--- src/rtl/prbs_error_detector.sv ---
// PRBS7 (x^7 + x^6 + 1) receive checker: SEARCH -> VERIFY -> LOCKED, emitting per-bit error strobes.
// Optional macro ERR_INJECT_EN adds inj_err, which inverts the computed error in LOCKED for self-test.
module prbs_error_detector #(
  parameter int LOCK_CNT   = 16,
  parameter int LOS_WINDOW = 64,
  parameter int LOS_THRESH = 8
) (
  input  logic       clk,
  input  logic       reset,
  input  logic       rx_bit,
  input  logic       rx_valid,
`ifdef ERR_INJECT_EN
  input  logic       inj_err,
`endif
  output logic       err_out,
  output logic       err_valid,
  output logic       locked,
  output logic [1:0] state
);

  typedef enum logic [1:0] {
    SEARCH = 2'd0,
    VERIFY = 2'd1,
    LOCKED = 2'd2
  } state_t;

  localparam logic [7:0] LOCK_CNT_V   = 8'(LOCK_CNT);
  localparam logic [9:0] LOS_WINDOW_V = 10'(LOS_WINDOW);
  localparam logic [9:0] LOS_THRESH_V = 10'(LOS_THRESH);

  state_t      state_r;
  logic [6:0]  sr_r;
  logic [2:0]  fill_cnt_r;
  logic [7:0]  good_cnt_r;
  logic [9:0]  win_cnt_r;
  logic [9:0]  err_cnt_r;

  logic        pred_s;
  logic [6:0]  sr_shift_s;
  logic        err_s;
  logic [7:0]  good_next_s;
  logic [9:0]  win_next_s;
  logic [9:0]  err_next_s;

  // Prediction, error and saturating next-count values for the current bit.
  always_comb begin
    pred_s      = sr_r[6] ^ sr_r[5];
    sr_shift_s  = {sr_r[5:0], rx_bit};
`ifdef ERR_INJECT_EN
    err_s       = rx_bit ^ pred_s ^ inj_err;
`else
    err_s       = rx_bit ^ pred_s;
`endif
    // An all-zero register would trivially self-predict, so it never counts as good.
    good_next_s = ((rx_bit == pred_s) && (sr_shift_s != 7'd0))
                  ? ((good_cnt_r == LOCK_CNT_V) ? good_cnt_r : good_cnt_r + 8'd1)
                  : 8'd0;
    win_next_s  = (win_cnt_r == LOS_WINDOW_V) ? win_cnt_r : win_cnt_r + 10'd1;
    err_next_s  = (err_s && (err_cnt_r != LOS_THRESH_V)) ? err_cnt_r + 10'd1 : err_cnt_r;
  end

  // Sync state machine, shift register, counters and registered error outputs.
  always_ff @(posedge clk or posedge reset) begin
    if (reset) begin
      state_r    <= SEARCH;
      sr_r       <= 7'd0;
      fill_cnt_r <= 3'd0;
      good_cnt_r <= 8'd0;
      win_cnt_r  <= 10'd0;
      err_cnt_r  <= 10'd0;
      err_valid  <= 1'b0;
      err_out    <= 1'b0;
    end else begin
      err_valid <= rx_valid && (state_r == LOCKED);
      err_out   <= rx_valid && (state_r == LOCKED) && err_s;
      if (rx_valid) begin
        case (state_r)
          SEARCH: begin
            sr_r <= sr_shift_s;
            if (fill_cnt_r == 3'd6) begin
              fill_cnt_r <= 3'd0;
              state_r    <= VERIFY;
            end else begin
              fill_cnt_r <= fill_cnt_r + 3'd1;
            end
          end
          VERIFY: begin
            sr_r       <= sr_shift_s;
            good_cnt_r <= good_next_s;
            if (good_next_s == LOCK_CNT_V) begin
              state_r   <= LOCKED;
              win_cnt_r <= 10'd0;
              err_cnt_r <= 10'd0;
            end else begin
              state_r <= VERIFY;
            end
          end
          LOCKED: begin
            // Threshold is tested first so it wins over a coincident window end.
            if (err_next_s == LOS_THRESH_V) begin
              state_r    <= SEARCH;
              sr_r       <= 7'd0;
              fill_cnt_r <= 3'd0;
              good_cnt_r <= 8'd0;
              win_cnt_r  <= 10'd0;
              err_cnt_r  <= 10'd0;
            end else if (win_next_s == LOS_WINDOW_V) begin
              sr_r      <= {sr_r[5:0], pred_s};
              win_cnt_r <= 10'd0;
              err_cnt_r <= 10'd0;
            end else begin
              sr_r      <= {sr_r[5:0], pred_s};
              win_cnt_r <= win_next_s;
              err_cnt_r <= err_next_s;
            end
          end
          default: begin
            state_r    <= SEARCH;
            sr_r       <= 7'd0;
            fill_cnt_r <= 3'd0;
            good_cnt_r <= 8'd0;
          end
        endcase
      end else begin
        state_r <= state_r;
      end
    end
  end

  assign locked = (state_r == LOCKED);
  assign state  = state_r;

endmodule
--- config.mk ---
export PLATFORM = sky130hd
export DESIGN_NAME = prbs_error_detector
export DESIGN_NICKNAME = d
export VERILOG_FILES = /design/src/rtl/prbs_error_detector.sv
export SDC_FILE = /design/constraint.sdc
export NUM_CORES = 1
export LEC_CHECK = 0
export CAP_MARGIN = 20
export CORE_MARGIN = 1.5
export CORE_UTILIZATION = 50
export DETAILED_ROUTE_END_ITERATION = 10
export PLACE_DENSITY = 0.67
export REMOVE_ABC_BUFFERS = 1
export SETUP_SLACK_MARGIN = 0.4
export SLEW_MARGIN = 20
export SYNTH_ARGS = -nofsm -noshare
export SYNTH_HDL_FRONTEND = slang
export SYNTH_SLANG_ARGS = --single-unit
--- constraint.sdc ---
create_clock -name clk -period 4.94 [get_ports clk]
set_clock_uncertainty 0.1 [all_clocks]
set_input_delay 0.494 -clock clk [delete_from_list [all_inputs] [get_ports clk]]
set_output_delay 0.494 -clock clk [all_outputs]
set_load 0.02 [all_outputs]
-- Word-level counts from Yosys, hierarchy flattened
Cells that the tools add are included.
- add/sub/neg operators: 4
- equal/unequal tests: 13
- mux-type cells: 22
- bitwise operators: 4
- reductions and logical operators: 12
- operator list (operator ; count):
    10-bit two-way mux ; 7
    10-bit case mux with 2 select lines ; 2
    8-bit two-way mux ; 3
    8-bit case mux with 3 select lines ; 1
    10-bit by 1-bit adder with 10-bit output, second input constant ; 2
    10-bit by 7-bit equality test with 1-bit output, second input constant ; 2
    8-bit by 5-bit equality test with 1-bit output, second input constant ; 2
    7-bit case mux with 2 select lines ; 1
    3-bit AND reduction ; 4
    10-bit by 4-bit equality test with 1-bit output, second input constant ; 1
    10-bit by 4-bit != test with 1-bit output, second input constant ; 1
    3-bit case mux with 3 select lines ; 1
    8-bit by 1-bit adder with 8-bit output, second input constant ; 1
    7-bit two-way mux ; 1
    7-bit nonzero test ; 1
    2-bit two-way mux ; 3
    3-bit two-way mux ; 2
    2-bit case mux with 3 select lines ; 1
    1-bit logical AND ; 4
    2-bit != test, second input constant ; 2
    3-bit by 1-bit adder with 3-bit output, second input constant ; 1
    3-bit equality test, second input constant ; 1
    2-bit by 1-bit equality test with 1-bit output, second input constant ; 1
    2-bit equality test, second input constant ; 1
    other kinds (7) ; 9
- register bits after elaboration: 42
- output and inout port bits: 5
- word-level logic and storage cells: 63

-- Depth between registers and ports, before layout
Gate-level depths: netlist of the first run.
- depth after elaboration: 7
- mapped depth: 11
- mapped depth without buffers: 9

-- Least setup slack after synthesis of the first run
Ideal clock, no wire load.
- path kind: register to register
- start: register good_cnt_r[0]
- end: register win_cnt_r[3]
- library setup time: 0.129 ns
- data arrival time: 2.337 ns
- data required time: 4.711 ns
- setup slack: 2.374 ns
- stages on the path, launching flop included: 11
- path through: dfrtp_1 > inv_1 > ha_1 > nor3b_1 > nand4_1 > o311a_1 > a211oi_1 > a21oi_1 > buf_2 > a22oi_1 > o31ai_1
- word-level cells in the longest chain between the ends: 6
- elaborated cells between the ends (all ways): 7
- those cells by class: add/sub (1); eq/ne (3); mux (2); reduce/logical (1)
- RTL lines (what ; line ; RTL):
    from (decl) ; 34 ; logic [7:0] good_cnt_r;
    from (signal assigned) ; 89 ; good_cnt_r <= good_next_s;
    8-bit by 1-bit adder with 8-bit output or 8-bit by 5-bit equality test with 1-bit output (tied branches) ; 56 ; ? ((good_cnt_r == LOCK_CNT_V) ? good_cnt_r : good_cnt_r + 8'd1)
    8-bit two-way mux (*) (2 in series) ; 56 ;
    8-bit by 5-bit equality test with 1-bit output (*) ; 90 ; if (good_next_s == LOCK_CNT_V) begin
    2-bit != test (no source line) (*) ; - ;
    3-bit AND reduction (no source line) (*) ; - ;
    to (signal assigned) ; 113 ; win_cnt_r <= win_next_s;
    to (decl) ; 35 ; logic [9:0] win_cnt_r;
Mark *: on every way between the ends. The rest lies on a longest branch, timed or not.
A chain may end at the register's enable or synchronous reset.

-- Final worst setup path of the first run
- start: input rx_bit
- end: register err_cnt_r[3]
- word-level cells in the longest chain between the ends: 6
- elaborated cells between the ends (all ways): 14
- those cells by class: eq/ne (4); mux (5); bitwise (1); reduce/logical (4)
- RTL lines (what ; line ; RTL):
    from (decl) ; 10 ; input logic rx_bit,
    7-bit nonzero test (tied with other cells) ; 55 ; good_next_s = ((rx_bit == pred_s) && (sr_shift_s != 7'd0))
    1-bit logical AND, on equally long branches ; 55, 59 ;
    8-bit two-way mux or 10-bit two-way mux (tied branches) ; 56, 59 ;
    8-bit by 5-bit equality test with 1-bit output (tied with other cells) ; 90 ;
    2-bit != test (no source line) or 10-bit two-way mux (tied branches) ; - ;
    3-bit AND reduction (no source line) or 10-bit case mux with 2 select lines (tied branches) ; - ;
    to (signal assigned) ; 114 ; err_cnt_r <= err_next_s;
    to (decl) ; 36 ; logic [9:0] err_cnt_r;
Several ways; a longest one is shown, not always the timed one.

==> key figures, run 1 <==
Drt
  • Vias: 2606
  • DR pass1 iterations: 5
  • Final WL: around 6700 um
  • DRC Markers: 0
  • Routed Antenna Nets: 0
  • Initial DRC count: roughly 210
  • Wire length per cell: 16.5 um
  • DR vias/cell: roughly 6.4

Place
  • Dpl cell area: roughly 0.0030 sq mm
  • HPWL Detailed: 4650 um
  • Port buffer count: 8
  • Pre-CTS setup slack: about 1400 ps
  • Global placement routability congestion: between 0.9 and 1

Layout
  • Leading cell type in the layout, fill and taps excluded: dfrtp_1
  • Finished Cell Area: between 0.003 and 0.004 sq mm
  • Commonest cells after routing, fill and taps aside: dfrtp_1 (42), nand2_1 (37), nand3_1 (27), nor2_1 (18), o21ai_0 (16)
  • Ant diodes: 0
  • Final nets: 346
  • Proportion of layout cells with a drive suffix above 1: 0.0712
  • Area Growth Syn to Fin: 5.72%

Logic synthesis
  • Post-synth EDFFs: 0
  • Yosys cell types: a little over 60
  • FFs w/ async S/R, synth: 1.00
  • Register bit total from synthesis: between 40 and 50
  • Seq/Total Area, Yosys: 0.353
  • Post-Syn Area: 0.00297 sq mm
  • Yosys warnings: 0
  • Post-synth top flop: dfrtp_1
  • Mapped Avg Cell Area: between 8 and 9 sq um
  • Cells after synthesis: 344

Outcome
  • Outcome: finished, final reports clean

Power and ir drop
  • PD cells: around 280 mW/mm^2
  • Pleak: 1.29 nW
  • Worst VDD drop: around 200 uV

Setup path
  • Worst Path Max Fanout: 17
  • WP buf/inv: 3
  • Worst r2r src: sr_r[5]
  • Crit end category: flop
  • Crit path required time: 5020 ps
  • Delay-heaviest family, CP: buffers and inverters
  • Path depth of the worst reg2reg path: 8
  • Cell Chain, Critical Path: clkdlybuf4s50_1 > xnor3_2 > a41oi_4 > inv_2 > o41ai_2 > nand3_1 > buf_4 > a31o_2 > a22o_1
  • CP startpoint kind: input pin
  • Critical path class: input pin to flop
  • R2r endpoint: err_cnt_r[3]
  • Setup crit start: rx_bit
  • Worst path depth: 9
  • R2r setup slk: approximately 1800 ps
  • Worst Path Arrival: roughly 3300 ps
  • Critical path's slowest cell: clkdlybuf4s50_1
  • Max incr delay on CP: about 570 ps
  • Worst Setup EP: err_cnt_r[3]

Global routing
  • First-pass GRT wire length: between 10000 and 15000 um
  • Total track usage: 0.231
  • Initial antenna violation count: 0
  • Final global-route overflow total: 0
  • Vias in the first global route: between 2000 and 2500
  • Largest net degree at the start of global routing: 43

Timing
  • Actual slew at the worst max-slew pin: just under 900 ps
  • PnR worst setup slack: approximately 1700 ps
  • RSZ-0062 raised after global routing: no
  • Highest Clock Rate: roughly 0.31 GHz
  • Tcrit/Tclk final: 0.658
  • # setup viols final: 0
  • WHS: ~440 ps
  • Post-Route Setup TNS: 0 ps
  • Max-slew headroom: 0.407
  • Final Hold Viols: 0
  • Minimum clock period: around 3300 ps
  • Slew Limit Fails: 0

Clock tree
  • CTS tree: done
  • CTS Buffer Depth: 2
  • Cts hold-fix bufs: 0
  • H-tree depth: 2
  • Clk_lat worst skew: about 300 ps
  • Reg clk slew, reported paths: about 90 ps
  • Post-CTS Setup Inserts: 0
  • Clock Sink Count: 42
  • Post-cts sizing count: 0
  • Root Buffer: clkbuf_8
  • CTS buffer count: 5

Floorplanning
  • Die H: between 80 and 90 um
  • Die ar.: 0.00642 sq mm
  • Chip width: between 80 and 90 um
  • Core Area: around 0.0056 sq mm
  • Starting density of the core: 0.530
  • I/O pin count: 9
  • # rows: 27

Flow run
  • Number of max-cap violations: 0

Min path
  • Hold Crit Class: flop to flop
[state kept, by name, indices dropped and copies added (netlist names)]
| name | count |
|---|---|
| state | 2 |
| err_out | 1 |
| sr_r | 7 |
| good_cnt_r | 8 |
| fill_cnt_r | 3 |
| win_cnt_r | 10 |
| err_cnt_r | 10 |
| err_valid | 1 |
[cell families after synthesis]
group	count (synthesis)	synth area share
AO/OA/AOI/OAI	94	0.233
XOR/XNOR	13	0.0484
adder cells (fa/ha/maj)	6	0.0252
buffers and inverters	40	0.0560
flip-flops	42	0.353
multiplexers	5	0.0168
AND/OR/NAND/NOR	144	0.267
[worst min path at each step]
stage	startpoint	endpoint	slack, ps	cells past startpoint
finish	fill_cnt_r[2]	fill_cnt_r[2]	440	1
global route	fill_cnt_r[2]	fill_cnt_r[2]	470	1
CTS	fill_cnt_r[2]	fill_cnt_r[2]	430	1
detailed placement	fill_cnt_r[2]	fill_cnt_r[2]	420	1
global placement	fill_cnt_r[2]	fill_cnt_r[2]	420	1
floorplan	fill_cnt_r[2]	fill_cnt_r[2]	370	1
[Yosys cell counts (all sizes together), types with 3 or more instances]
library cell   n  area, sq um
a22oi         13         97.6
nand3         27          135
o211ai         4         30.0
ha             6         75.1
a31oi         12         75.1
a21oi          8         47.6
a211oi         6         45.0
nand2         37          139
xnor2          3         26.3
nor2          19         73.8
o2bb2ai        4         35.0
mux2i          5         50.1
xor2           8         70.1
o21ai         16         80.1
buf           11         57.6
nor3           8         40.0
o22ai          3         18.8
and3          11         68.8
nor4b          5         73.8
nand4         10         62.6
nor3b          4         30.0
dfrtp         42         1050
nand2b         3         18.8
nand4b         3         26.3
inv           13         48.8
clkbuf        14         52.6
a21o           3         22.5
and4           4         35.0
o31ai          6         45.0
[routing by layer]
metal / GRT usage / up-vias / share of wire
li1: - / 1278 / -
met1: 0.327 / 1254 / 0.48
met2: 0.359 / 65 / 0.47
met3: 0.0432 / 9 / 0.036
met4: 0.0672 / 0 / 0.012
met5: 0 / - / 0
[power breakdown]
group / internal [mW] / total [mW] / switching (mW)
Combinational: 0.0961 / 0.209 / 0.113
Clock: 0.113 / 0.240 / 0.127
Sequential: 0.373 / 0.430 / 0.0566
Total: 0.582 / 0.878 / 0.296
[metrics by stage]
| stage | std cells | util | total power [mW] |
|---|---|---|---|
| 4_1_cts | 409 | 0.561 | 0.881 |
| 6_report | 409 | 0.561 | 0.878 |
| 2_1_floorplan | 319 | - | 0.586 |
| 5_1_grt | 409 | 0.561 | 0.928 |
| 3_5_place_dp | 401 | 0.544 | 0.642 |
| 3_3_place_gp | 401 | 0.544 | 0.642 |
[layout make-up]
class	instances	area, sq um
Clock inverter	2	12.5
Multi-Input combinational cell	262	1760
Tap cell	72	90.1
Clock buffer	6	82.6
Inverter	15	56.3
Sequential cell	42	1050
Fill cell	532	2460
Timing Repair Buffer	10	95.1
(Power assumes the default switching activity.)
==> run 2: changes to the inputs <==
PLACE_DENSITY = 0.7   (was 0.67)
clock period = 2.8 ns   (was 4.94 ns; I/O delays follow)
==> run 2 against run 1 <==
Compared with the run above:
- sequential share of layout area decreased by 5.9 points
- sequential power rose by 67%
- count of clock-buffer cells in the layout increased by 1
==> key figures, run 2 (synthesis gave the netlist of run 1 again) <==
Outcome
  • Outcome: finished, final reports clean

Setup path
  • Critical path class: flop to flop
  • Path depth of the worst reg2reg path: 8 (unchanged)
  • Crit path required time: 2890 ps (-2130 ps)
  • R2r endpoint: err_cnt_r[3]
  • Worst Path Max Fanout: 8 (-9)
  • Crit end category: flop
  • Worst r2r src: sr_r[5]
  • Worst Path Arrival: 2580 ps (-750 ps)
  • CP startpoint kind: flop
  • R2r setup slk: 310 ps (-1480 ps)

Layout
  • Post-layout util: 0.688 (+0.128)
  • Filler instances: 455 (-14%)
  • Ant diodes: 0 (unchanged)
  • Finished Cell Area: 0.00386 sq mm (+23%)
  • Commonest cells after routing, fill and taps aside: buf_4 (47), nand2_1 (36), dfrtp_1 (32), nand3_1 (25), nor2_1 (17)
  • Finished Layout Cells: 462 (+13%)
  • Proportion of layout cells with a drive suffix above 1: 0.300 (+0.229)
  • Area Growth Syn to Fin: 29.8%
  • Leading cell type in the layout, fill and taps excluded: buf_4
  • Final nets: 399 (+15%)
  • Largest registers: err_cnt_r x10, win_cnt_r x10, good_cnt_r x8

Power and ir drop
  • Final Total Pwr: 1.71 mW (+95%)
  • Worst VDD drop: 292 uV (+45%)
  • Pleak: 1.60 nW (+24%)
  • PD cells: 443 mW/mm^2 (+59%)

Timing
  • Max-slew headroom: 0.593 (+0.186)
  • Final Hold Viols: 0 (unchanged)
  • WHS: 188 ps (-248 ps)
  • # setup viols final: 0 (unchanged)
  • Actual slew at the worst max-slew pin: 607 ps (-282 ps)
  • Minimum clock period: 2490 ps
  • PnR worst setup slack: 313 ps (-1370 ps)
  • Post-Route Setup TNS: 0 ps (unchanged)
  • RSZ-0062 raised after global routing: yes
  • Highest Clock Rate: between 0.4 and 0.5 GHz
  • Tcrit/Tclk final: 0.888
  • Slew Limit Fails: 0 (unchanged)

Place
  • Dpl cell area: 0.00330 sq mm (+8.1%)
  • HPWL Detailed: 5220 um (+12%)
  • Inst Count DP: 434 (+8.2%)
  • Port buffer count: 8 (unchanged)
  • Global placement routability congestion: 0.935 (+3.5%)
  • Pre-CTS setup slack: 50.6 ps (-1340 ps)

Global routing
  • First-pass GRT wire length: 12500 um (+7.0%)
  • Final global-route overflow total: 0 (unchanged)
  • Total track usage: 0.246 (+0.0153)
  • Initial antenna violation count: 0 (unchanged)
  • Largest net degree at the start of global routing: 18 (-58%)
  • Vias in the first global route: 2545 (+5.6%)

Drt
  • Routed Antenna Nets: 0 (unchanged)
  • DR vias/cell: 6.29 (-1.2%)
  • DR pass1 iterations: 4 (-1)
  • Vias: 2908 (+12%)
  • Final WL: 8130 um (+20%)
  • Wire length per cell: 17.6 um (+6.6%)
  • Initial DRC count: 151 (-29%)
  • DRC Markers: 0 (unchanged)

Floorplanning
  • Starting density of the core: 0.530 (unchanged)
  • # rows: 27 (unchanged)
  • Die H: 80.1 um (unchanged)
  • I/O pin count: 9 (unchanged)
  • Chip width: 80.1 um (unchanged)
  • Die ar.: 0.00642 sq mm (unchanged)
  • Core Area: 0.00561 sq mm (unchanged)

Clock tree
  • H-tree depth: 2 (unchanged)
  • Clock Sink Count: 42 (unchanged)
  • CTS buffer count: 5 (unchanged)
  • Cts hold-fix bufs: 0 (unchanged)
  • Root Buffer: clkbuf_8
  • Reg clk slew, reported paths: 80 ps (about the same)
  • CTS Buffer Depth: 2 (unchanged)
  • CTS tree: done
  • Clk_lat worst skew: 300 ps (about the same)

Min path
  • Hold Crit Class: input pin to async pin

Flow run
  • Number of max-cap violations: 0 (unchanged)
-- run 2: changes by cell type in the layout (fill, tap and decap cells not counted), moves of 3 or more --
cell and change:
a21oi_4 +3, o21ai_0 -4, dfrtp_1 -10, dfrtp_2 +10, inv_1 -3, buf_4 +45
ha_1 -4, o21ai_1 +4, nor2_4 +3, a211oi_1 -3, buf_6 +3
-- run 2: how the worst max path moves through the flow --
| stage | from | endpoint | slack, ps | cells past startpoint |
|---|---|---|---|---|
| after CTS | win_cnt_r[1] | err_cnt_r[3] | 370 | 8 |
| after global placement | win_cnt_r[9] | err_cnt_r[3] | 100 | 7 |
| after global routing | win_cnt_r[8] | err_cnt_r[5] | 220 | 8 |
| after detailed placement | rx_bit | good_cnt_r[3] | 50 | 8 |
| final | sr_r[5] | err_cnt_r[3] | 310 | 8 |
| after floorplan | err_cnt_r[2] | err_cnt_r[3] | -60 | 7 |
-- run 2: report_power, final --
| part | switching, mW | internal [mW] | leakage [nW] |
|---|---|---|---|
| Clock | 0.219 | 0.199 | 0.0482 |
| Sequential | 0.0574 | 0.660 | 0.532 |
| Combinational | 0.304 | 0.270 | 1.02 |
-- run 2: area by class of cell --
type	count	area, sq um	share of cell area
Clock inverter	1	5.00	0.00130
Inverter	15	58.8	0.0152
Tap cell	72	90.1	0.0233
Timing Repair Buffer	62	554	0.144
Clock buffer	7	86.3	0.0224
Multi-Input combinational cell	263	2000	0.519
Sequential cell	42	1060	0.276
-- run 2: timing repair --
action                     4_1_cts  5_1_grt
setup endpoints to repair       33       39
cloned                           1        2
hold endpoints to repair         0        0
setup buffers                    2       15
pin swaps                        7       26
resized for setup               21       52
-- run 2: metal layers --
layer,wire length (um),share of wire,GRT usage
met1,3570,0.44,0.345
met2,4000,0.49,0.407
met3,413,0.051,0.0273
met4,138,0.017,0.0569
met5,0,0,0
-- run 2: worst max-delay path, cell delays in order (launching register included) --
cell and delay [ps]:
dfrtp_1 360, xnor3_2 480, a41oi_4 260, inv_2 90, o41ai_4 330, nand3_4 200, buf_8 190, a31o_2 190
a22o_1 170
==> run 3: changes to the inputs <==
CTS_BUF_LIST = sky130_fd_sc_hd__clkbuf_8 sky130_fd_sc_hd__clkbuf_16   (was unset)
==> run 3 against run 2 <==
Compared with the run above:
- critical path depth is the same
- worst setup slack improved by 1.6 ps
- sequential power barely moved
- total power decreased by 0.39%
- sequential cell count is the same
- count of clock-buffer cells in the layout fell by 1
- clock power shrank 1%
- design area is the same
- final cell count is the same
- critical path type unchanged
- critical endpoint unchanged
- largest power group unchanged
==> key figures, run 3 (synthesis gave the netlist of run 1 again) <==
Power and ir drop
  • Worst VDD drop: 291 uV (-0.17%)
  • Pleak: 1.60 nW (+0.26%)
  • PD cells: 441 mW/mm^2 (-0.39%)

Outcome
  • Outcome: finished, final reports clean

Clock tree
  • Root Buffer: clkbuf_8
  • Clk_lat worst skew: 290 ps (about the same)
  • CTS buffer count: 5 (unchanged)
  • CTS Buffer Depth: 2 (unchanged)
  • Cts hold-fix bufs: 0 (unchanged)
  • Clock Sink Count: 42 (unchanged)
  • CTS tree: done
  • Reg clk slew, reported paths: 80 ps (about the same)
  • H-tree depth: 2 (unchanged)

Drt
  • Initial DRC count: 162 (+7.3%)
  • Routed Antenna Nets: 0 (unchanged)
  • DRC Markers: 0 (unchanged)
  • DR vias/cell: 6.31 (+0.31%)
  • Final WL: 8080 um (-0.57%)
  • Wire length per cell: 17.5 um (-0.57%)
  • Vias: 2917 (+0.31%)
  • DR pass1 iterations: 5 (+1)

Timing
  • Slew Limit Fails: 0 (unchanged)
  • Tcrit/Tclk final: 0.887 (about the same)
  • Minimum clock period: 2480 ps (-1.57 ps)
  • Highest Clock Rate: 0.402 GHz (about the same)
  • RSZ-0062 raised after global routing: yes
  • # setup viols final: 0 (unchanged)
  • Max-slew headroom: 0.594 (+0.000677)
  • Actual slew at the worst max-slew pin: 606 ps (-1.01 ps)
  • Final Hold Viols: 0 (unchanged)
  • Post-Route Setup TNS: 0 ps (unchanged)
  • PnR worst setup slack: 315 ps (+1.57 ps)

Layout
  • Ant diodes: 0 (unchanged)
  • Leading cell type in the layout, fill and taps excluded: buf_4
  • Proportion of layout cells with a drive suffix above 1: 0.300 (unchanged)
  • Largest registers: err_cnt_r x10, win_cnt_r x10, good_cnt_r x8
  • Commonest cells after routing, fill and taps aside: buf_4 (47), nand2_1 (36), dfrtp_1 (32), nand3_1 (25), nor2_1 (17)
  • Final nets: 399 (unchanged)
  • Finished Layout Cells: 462 (unchanged)
  • Area Growth Syn to Fin: 29.8% (unchanged)

Setup path
  • Worst Path Arrival: 2570 ps (about the same)
  • Path depth of the worst reg2reg path: 8 (unchanged)
  • CP startpoint kind: flop
  • Worst Path Max Fanout: 8 (unchanged)
  • Worst Setup EP: err_cnt_r[3]
  • Setup crit start: sr_r[5]
  • Crit end category: flop
  • Critical path class: flop to flop
  • Worst r2r src: sr_r[5]
  • R2r endpoint: err_cnt_r[3]
  • R2r setup slk: 320 ps (about the same)
  • Crit path required time: 2890 ps (about the same)

Min path
  • Hold Crit Class: input pin to async pin

Floorplanning
  • I/O pin count: 9 (unchanged)
  • Chip width: 80.1 um (unchanged)
  • Die H: 80.1 um (unchanged)
  • Core Area: 0.00561 sq mm (unchanged)
  • Die ar.: 0.00642 sq mm (unchanged)
  • Starting density of the core: 0.530 (unchanged)
  • # rows: 27 (unchanged)

Global routing
  • Final global-route overflow total: 0 (unchanged)
  • Total track usage: 0.246 (unchanged)
  • Initial antenna violation count: 0 (unchanged)
  • Vias in the first global route: 2545 (unchanged)
  • First-pass GRT wire length: 12500 um (unchanged)
  • Largest net degree at the start of global routing: 18 (unchanged)

Flow run
  • Number of max-cap violations: 0 (unchanged)

Place
  • Pre-CTS setup slack: 50.6 ps (unchanged)
  • HPWL Detailed: 5220 um (unchanged)
  • Global placement routability congestion: 0.935 (unchanged)
  • Inst Count DP: 434 (unchanged)
  • Port buffer count: 8 (unchanged)
==> run 3: cell types whose count changed in the layout (fill, tap and decap cells not counted) <==
| cell | delta |
|---|---|
| clkbuf_1 | -1 |
| inv_1 | +1 |
==> run 3: stage by stage <==
step                power, mW  utilization  hold WS, ps  area [sq um]
floorplan                1.03            -          316          2860
CTS                      1.62        0.622          205          3490
detailed placement       1.20        0.588          396          3300
global route             1.79        0.688          226          3860
global placement         1.19        0.588          397          3300
finish                   1.70        0.688          189          3860
==> run 3: per-layer routing <==
| metal | wire (um) | vias to the layer above | global-route usage |
|---|---|---|---|
| met5 | 0 | - | 0 |
| met4 | 131 | 0 | 0.0569 |
| met3 | 456 | 17 | 0.0273 |
| met2 | 3980 | 100 | 0.407 |
| met1 | 3520 | 1416 | 0.345 |
| li1 | - | 1384 | - |
==> run 3: cell type report <==
cell class                 instances  area [sq um]
multi-input combinational        263          2000
tap                               72          90.1
inverter                          15          58.8
fill                             455          1750
timing repair buffer              62           554
clock buffer                       6          82.6
clock inverter                     2          8.76
sequential                        42          1060
==> run 3: worst min-delay path by stage <==
| stage | startpoint | end | cells after the start |
|---|---|---|---|
| 2_1_floorplan | rx_valid | sr_r[0] | 2 |
| 3_3_place_gp | fill_cnt_r[2] | fill_cnt_r[2] | 1 |
| 3_5_place_dp | fill_cnt_r[2] | fill_cnt_r[2] | 1 |
| 4_1_cts | reset | win_cnt_r[4] | 2 |
| 5_1_grt | reset | good_cnt_r[5] | 2 |
| 6_report | reset | win_cnt_r[4] | 2 |
==> run 3: what timing repair did <==
item                       in CTS  in global routing
pin swaps                       7                 26
setup buffers                   2                 15
gates cloned                    1                  2
setup endpoints to repair      33                 39
resized for setup              21                 52
==> run 3: power by group <==
| group | switching, mW | leakage [nW] | internal (mW) |
|---|---|---|---|
| logic | 0.302 | 1.02 | 0.270 |
| clock network | 0.217 | 0.0524 | 0.196 |
| registers | 0.0574 | 0.532 | 0.660 |
==> run 3: worst max-delay path: stages (launching register included) <==
cell	delay, ps
dfrtp_1	360
xnor3_2	480
a41oi_4	260
inv_2	80
o41ai_4	330
nand3_4	200
buf_8	190
a31o_2	190
a22o_1	170
